[src/rtl/pipeline_fetch_stage.sv]
// rtl/pipeline_fetch_stage.sv - 3-wide fetch stage with direct-mapped instruction cache
//
// pipeline_fetch_stage presents up to three sequential instructions per cycle.
// It fills cache misses over the tagged, variable-latency memory bus.
//
// Ports:
//   clock             in   system clock, rising edge
//   reset             in   asynchronous active-low reset
//   mem2proc_response in   0 = request refused, else tag assigned to this request
//   mem2proc_data     in   64-bit read data for mem2proc_tag
//   mem2proc_tag      in   0 = no reply, else tag of the returning data
//   proc2mem_command  out  BUS_NONE / BUS_LOAD
//   proc2mem_addr     out  8-byte aligned block address (0 when idle)
//   test_take_branch  in   redirect the PC this cycle
//   test_target_pc    in   redirect target
//   fetch_packet_out  out  [2] oldest slot (PC), [1] PC+4, [0] PC+8

package pipeline_fetch_pkg;

    localparam int FETCH_XLEN = 32;

    localparam logic [1:0] BUS_NONE = 2'd0;
    localparam logic [1:0] BUS_LOAD = 2'd1;

    localparam logic [31:0] NOP_INST = 32'h0000_0013;

    typedef struct packed {
        logic                  valid;
        logic [31:0]           inst;
        logic [FETCH_XLEN-1:0] PC;
        logic [FETCH_XLEN-1:0] NPC;
    } IF_ID_PACKET;

endpackage

module pipeline_fetch_stage #(
    parameter int XLEN         = pipeline_fetch_pkg::FETCH_XLEN,
    parameter int ICACHE_LINES = 32
) (
    input  logic                                 clock,
    input  logic                                 reset,
    input  logic [3:0]                           mem2proc_response,
    input  logic [63:0]                          mem2proc_data,
    input  logic [3:0]                           mem2proc_tag,
    output logic [1:0]                           proc2mem_command,
    output logic [XLEN-1:0]                      proc2mem_addr,
    input  logic                                 test_take_branch,
    input  logic [XLEN-1:0]                      test_target_pc,
    output pipeline_fetch_pkg::IF_ID_PACKET [2:0] fetch_packet_out
);

    localparam int IDX_W = $clog2(ICACHE_LINES);
    localparam int BLK_W = XLEN - 3;
    localparam int TAG_W = BLK_W - IDX_W;

    // ------------------------------------------------------------------
    // State
    // ------------------------------------------------------------------
    logic [XLEN-1:0]         pc;
    logic [63:0]             line_data  [ICACHE_LINES];
    logic [TAG_W-1:0]        line_tag   [ICACHE_LINES];
    logic [ICACHE_LINES-1:0] line_valid;

    logic                    pending;
    logic [3:0]              pending_tag;
    logic [BLK_W-1:0]        pending_blk;

    // ------------------------------------------------------------------
    // Two read ports: block B (holds the oldest slot) and block B+1
    // ------------------------------------------------------------------
    logic [BLK_W-1:0] blk0;
    logic [BLK_W-1:0] blk1;
    logic [IDX_W-1:0] idx0;
    logic [IDX_W-1:0] idx1;
    logic             hit0;
    logic             hit1;
    logic [63:0]      data0;
    logic [63:0]      data1;

    assign blk0  = pc[XLEN-1:3];
    assign blk1  = blk0 + BLK_W'(1);
    assign idx0  = blk0[IDX_W-1:0];
    assign idx1  = blk1[IDX_W-1:0];
    assign hit0  = line_valid[idx0] && (line_tag[idx0] == blk0[BLK_W-1:IDX_W]);
    assign hit1  = line_valid[idx1] && (line_tag[idx1] == blk1[BLK_W-1:IDX_W]);
    assign data0 = line_data[idx0];
    assign data1 = line_data[idx1];

    // ------------------------------------------------------------------
    // Slot formation and miss selection
    // ------------------------------------------------------------------
    logic [XLEN-1:0]  slot_pc    [3];
    logic [BLK_W-1:0] slot_blk   [3];
    logic [2:0]       slot_hit;
    logic [2:0]       slot_valid;
    logic [1:0]       n_valid;
    logic             need_req;
    logic [BLK_W-1:0] req_blk;

    always_comb begin
        logic        chain;
        logic        in_b1;
        logic        found;
        logic [63:0] sdata;

        chain    = !test_take_branch;
        found    = 1'b0;
        need_req = 1'b0;
        req_blk  = '0;
        n_valid  = 2'd0;
        for (int k = 0; k < 3; k++) begin
            slot_pc[k]  = pc + XLEN'(4 * k);
            slot_blk[k] = slot_pc[k][XLEN-1:3];
            in_b1       = (slot_blk[k] != blk0);
            slot_hit[k] = in_b1 ? hit1 : hit0;
            sdata       = in_b1 ? data1 : data0;

            chain         = chain & slot_hit[k];
            slot_valid[k] = chain;
            if (chain) begin
                n_valid = n_valid + 2'd1;
            end

            fetch_packet_out[2-k].valid = chain;
            fetch_packet_out[2-k].inst  = !chain ? pipeline_fetch_pkg::NOP_INST :
                                          (slot_pc[k][2] ? sdata[63:32] : sdata[31:0]);
            fetch_packet_out[2-k].PC    = slot_pc[k];
            fetch_packet_out[2-k].NPC   = slot_pc[k] + XLEN'(4);

            // Only the oldest invalid slot may trigger a request; if that slot
            // is invalid merely because of a redirect and its block hits, we
            // leave the bus idle.
            if (!found && !chain) begin
                found = 1'b1;
                if (!slot_hit[k]) begin
                    need_req = 1'b1;
                    req_blk  = slot_blk[k];
                end
            end
        end
    end

    // ------------------------------------------------------------------
    // Bus request / fill
    // ------------------------------------------------------------------
    logic             fill;
    logic             issue;
    logic             accept;
    logic [IDX_W-1:0] fill_idx;

    assign fill     = pending && (mem2proc_tag != 4'd0) && (mem2proc_tag == pending_tag);
    assign fill_idx = pending_blk[IDX_W-1:0];

    // The line being filled only becomes visible next cycle, so a request
    // for that same block during the fill cycle would be a duplicate.
    assign issue  = reset && need_req &&
                    (!pending || (fill && (req_blk != pending_blk)));
    assign accept = issue && (mem2proc_response != 4'd0);

    assign proc2mem_command = issue ? pipeline_fetch_pkg::BUS_LOAD : pipeline_fetch_pkg::BUS_NONE;
    assign proc2mem_addr    = issue ? {req_blk, 3'b000} : '0;

    // ------------------------------------------------------------------
    // Sequential state
    // ------------------------------------------------------------------
    always_ff @(posedge clock or negedge reset) begin
        if (!reset) begin
            pc          <= '0;
            line_valid  <= '0;
            pending     <= 1'b0;
            pending_tag <= 4'd0;
            pending_blk <= '0;
        end else begin
            if (test_take_branch) begin
                pc <= test_target_pc;
            end else begin
                pc <= pc + XLEN'({n_valid, 2'b00});
            end

            if (fill) begin
                line_valid[fill_idx] <= 1'b1;
            end

            if (accept) begin
                pending     <= 1'b1;
                pending_tag <= mem2proc_response;
                pending_blk <= req_blk;
            end else if (fill) begin
                pending <= 1'b0;
            end
        end
    end

    // Line payloads need no reset: the valid bits gate every use.
    always_ff @(posedge clock) begin
        if (fill) begin
            line_data[fill_idx] <= mem2proc_data;
            line_tag[fill_idx]  <= pending_blk[BLK_W-1:IDX_W];
        end
    end

endmodule

[config.mk]
export PLATFORM = sky130hd
export DESIGN_NAME = pipeline_fetch_stage
export DESIGN_NICKNAME = d
export VERILOG_FILES = /design/src/rtl/pipeline_fetch_stage.sv
export SDC_FILE = /design/constraint.sdc
export NUM_CORES = 2
export LEC_CHECK = 0
export CORE_ASPECT_RATIO = 0.6
export CORE_MARGIN = 2
export CORE_UTILIZATION = 54
export CTS_CLUSTER_DIAMETER = 80
export DETAILED_ROUTE_END_ITERATION = 8
export GPL_TIMING_DRIVEN = 0
export PLACE_DENSITY_LB_ADDON = 0.08
export SLEW_MARGIN = 5
export SYNTH_ARGS = -nofsm -noshare
export SYNTH_HDL_FRONTEND = slang
export SYNTH_SLANG_ARGS = --single-unit
export TNS_END_PERCENT = 100
[constraint.sdc]
create_clock -name clock -period 18.44 [get_ports clock]
set_clock_uncertainty 0.15 [all_clocks]
set_input_delay 1.844 -clock clock [delete_from_list [all_inputs] [get_ports clock]]
set_output_delay 1.844 -clock clock [all_outputs]
set_load 0.02 [all_outputs]
==> tab_implementation.tex <==
\begin{tabular}{lr}
\hline
Metric & Value \\
\hline
\multicolumn{2}{l}{\textbf{Worst setup path}} \\
\quad Worst Path Buf+Inv & 12 \\
\quad Req. time, crit path & 16.45 ns \\
\quad Critical path class & reg2out \\
\quad CP delay by family, top & buffers and inverters \\
\quad Worst setup EP type & primary output \\
\quad Type of origin of the critical path & flop \\
\quad Maximum fanout encountered on the critical timing path & 12 \\
\quad Worst path max stage delay & 1.21 ns \\
\quad Crit path max-delay cell type & o41ai\_4 \\
\quad Crit-path most repeated cell & buf\_2 \\
\quad Arrival time of data at the critical path endpoint & between 10 and 15 ns \\
\quad Internal reg-to-reg setup slack & 5.17 ns \\
\multicolumn{2}{l}{\textbf{Power}} \\
\quad Power density relative to cell area & 111 nW/um\^{}2 \\
\quad Switching share of power & 32.2\% \\
\quad Clock group share of total power & 32.4\% \\
\quad Switching power summed over all nets & $\sim$5.9 mW \\
\quad Worst voltage drop across the vdd grid & 0.000126 V \\
\quad P\_int & 12.4 mW \\
\quad Final Power & 18.2 mW \\
\quad Proportion of power drawn by flip-flops and latches & 43.7\% \\
\quad Reported leakage power & 52.8 nW \\
\quad Combinational fraction of design power & 24.0\% \\
\multicolumn{2}{l}{\textbf{Yosys}} \\
\quad Number of register bits inferred by synthesis & 2914 \\
\quad Largest cells by area after synthesis & edfxtp\_1 60\%, mux4\_2 26\%, mux2i\_1 2.1\% \\
\quad Number of standard cells after synthesis & around 7300 \\
\quad Sequential fraction of the synthesis area & between 60\% and 70\% \\
\quad Most frequent cell after synthesis & edfxtp\_1 \\
\quad Synth Warn \# & 0 \\
\quad Syn Area/Cell & around 19 sq um \\
\quad Area share of the largest cell type after synthesis & 60.1\% \\
\quad Commonest cells in the netlist & 2816 x edfxtp\_1, 1641 x mux4\_2, 492 x nand2\_1 \\
\quad Proportion of synthesized flip-flops having asynchronous set or reset & 3.36\% \\
\quad Count of unique library cells instantiated by Yosys & 92 \\
\quad Biggest area consumer among synthesized cells & edfxtp\_1 \\
\quad Most common flop cell mapped by yosys & edfxtp\_1 \\
\quad Area of the mapped netlist & 141000 sq um \\
\quad Post-synth EDFFs & 2816 \\
\multicolumn{2}{l}{\textbf{Floorplan}} \\
\quad Area of the core & 260000 sq um \\
\quad Die Height & roughly 400 um \\
\quad Row count & 145 \\
\quad Die Area & 265000 sq um \\
\quad Initial core utilization & 54.2\% \\
\quad Top-Level Pins & between 400 and 500 \\
\quad Width of the chip & 663 um \\
\multicolumn{2}{l}{\textbf{Clock tree}} \\
\quad Clock tree from TritonCTS & done \\
\quad Post-cts sizing count & 0 \\
\quad Sink Count & 2914 \\
\quad Later-pin clock latency in the skew report & approximately 0.90 ns \\
\quad \# hold bufs at CTS & 0 \\
\quad Worst-case clock buffer depth & 4 \\
\quad Clock-pin slew of the registers on the worst-case setup and hold paths & 0.06 ns \\
\quad Post-CTS setup buffers & 0 \\
\quad Total CTS buffers & 285 \\
\quad Root cell of the clock tree & clkbuf\_16 \\
\quad H-Tree Level Count & 5 \\
\multicolumn{2}{l}{\textbf{Cells and area}} \\
\quad Layout overhead on the synthesized area & 16.7\% \\
\quad Share of cells above drive strength 1 & 32.8\% \\
\quad Number of nets in the layout & 8420 \\
\quad Count of filler cells inserted in the layout & around 18000 \\
\multicolumn{2}{l}{\textbf{STA}} \\
\quad Final hold violation count & 0 \\
\quad Final critical-path share of the clock period & 90.2\% \\
\quad Achievable clock frequency & 60.1 MHz \\
\quad Final-report setup violation count & 0 \\
\quad Number of max-slew violations in the final report & between 200 and 300 \\
\quad Relative max-transition margin & -18.7\% \\
\quad Final worst hold slack & 0.338 ns \\
\quad Worst Tran Pin Value & roughly 1.8 ns \\
\quad Minimum clock period after layout & 16.63 ns \\
\quad Post-route setup TNS & 0 ns \\
\quad RSZ-0062 raised after global routing & false \\
\multicolumn{2}{l}{\textbf{Global route}} \\
\quad Largest net degree at the start of global routing & 69 \\
\quad Wire length of the first global-routing pass & 835000 um \\
\quad Total grt overflow & 0 \\
\quad Global-route usage over all layers & between 40\% and 50\% \\
\quad Number of global-route vias before repair & 88700 \\
\quad Initial antenna violation count & 59 \\
\multicolumn{2}{l}{\textbf{Job}} \\
\quad Max Cap Viol & 30 \\
\multicolumn{2}{l}{\textbf{Route}} \\
\quad Vias after detailed routing & 97800 \\
\quad Drt initial violations & 22100 \\
\quad Average wire per standard cell & 53.6 um \\
\quad Post-route DRC & 0 \\
\quad Length of the first detailed-routing pass in iterations & 9 \\
\quad Routed wire length & about 640000 um \\
\quad ANT nets after route & 0 \\
\quad Drt via density & 8.13 \\
\multicolumn{2}{l}{\textbf{Status}} \\
\quad Result of the run & finished, violations left \\
\quad Failing checks & max-capacitance violations, max-slew violations \\
\multicolumn{2}{l}{\textbf{Placement}} \\
\quad Hpwl dp & about 480000 um \\
\quad Number of buffer cells added on primary ports & 426 \\
\quad Routability cong. & 1.06 \\
\multicolumn{2}{l}{\textbf{Min path}} \\
\quad Hold WC Path Type & reg2reg \\
\hline
\end{tabular}
metal layers:
| metal | up-vias | wire (um) | GRT usage (%) |
|---|---|---|---|
| met1 | 51500 | 234000 | 68.9 |
| met5 | - | 2330 | 3.96 |
| met2 | 11700 | 233000 | 56.4 |
| li1 | 33200 | - | - |
| met4 | 56 | 24600 | 14.9 |
| met3 | 1345 | 150000 | 34.9 |
final timing paths:
| check | to | cells past startpoint | from |
|---|---|---|---|
| max | proc2mem_addr[11] | 27 | pc[3]$_DFF_PN0_ |
| min | line_valid[13]$_DFFE_PN0P_ | 1 | line_valid[13]$_DFFE_PN0P_ |
| max reg2reg | pending_tag[3]$_DFFE_PN0P_ | 26 | pc[3]$_DFF_PN0_ |
| min reg2reg | line_valid[13]$_DFFE_PN0P_ | 1 | line_valid[13]$_DFFE_PN0P_ |
| max in group asynchronous | line_valid[12]$_DFFE_PN0P_ | 2 | reset |
| min in group asynchronous | pending_blk[5]$_DFFE_PN0P_ | 1 | reset |
registers in the layout, indices dropped and copies added (netlist names):
| register | flops |
|---|---|
| line_data | 2048 |
| line_tag | 768 |
| line_valid | 32 |
| pc | 32 |
| pending_blk | 29 |
| pending_tag | 4 |
| pending | 1 |
final cells by class:
class / instances / area (sq um) / share of cell area (%)
Buffer: 618 / 3120 / 1.90
Timing Repair Buffer: 679 / 9400 / 5.72
Inverter: 79 / 297 / 0.181
Clock buffer: 353 / 7640 / 4.65
Clock inverter: 150 / 1320 / 0.801
Tap cell: 3454 / 4320 / 2.63
Antenna cell: 53 / 133 / 0.0808
Multi-Input combinational cell: 3728 / 51000 / 31.0
Sequential cell: 2914 / 87000 / 53.0
stage by stage:
step	instances	cell area (sq um)	setup slack [ns]	util, %
after global placement	11200	149000	1.79	57.5
after floorplan	7339	141000	9.90	-
after global routing	12000	164000	2.21	63.2
after CTS	12000	164000	2.84	63.1
final	12000	164000	1.81	63.2
after detailed placement	11500	155000	3.77	59.6
power by group through the flow:
stage | clock network [mW] | registers (mW) | logic, mW
2_1_floorplan | 0 | 7.96 | 2.03
3_3_place_gp | 0 | 8.20 | 3.76
3_5_place_dp | 0 | 8.07 | 4.02
4_1_cts | 5.84 | 7.93 | 4.04
5_1_grt | 6.09 | 7.96 | 4.30
6_report | 5.90 | 7.96 | 4.37
cells by family after synthesis:
kind of cell	count (synthesis)	share of synthesized area (%)
buffers and inverters	697	2.29
AOI/OAI and AO/OA	381	1.93
DFF	2914	61.8
adders and majority gates	8	0.0764
and+or+nand+nor	1178	4.06
muxes	1973	28.7
other	1	0.00266
xor gates and xnor gates	184	1.15
placed cells by master, fill, tap and decap left out, types with 36 or more instances in the layout:
cell,synthesis,final
mux4_2,1641,1641
clkbuf_1,347,302
xnor2_1,135,132
a22oi_1,45,45
buf_12,1,185
buf_1,110,52
clkinv_2,0,43
buf_16,0,39
nand4_1,117,117
inv_1,72,72
a21oi_1,42,42
clkbuf_16,0,297
buf_4,71,75
nand2_1,492,492
nor2_1,177,142
diode_2,0,53
edfxtp_1,2816,2816
dfrtp_1,98,79
nand3_1,59,59
clkinv_1,2,61
buf_2,59,102
and3_1,76,76
nor3_1,63,61
xor2_1,48,43
clkdlybuf4s50_1,0,425
or2_2,36,36
mux2i_1,291,275
o21ai_0,86,83
clkbuf_2,0,116
Note: power is estimated with default switching activity, not from simulation.
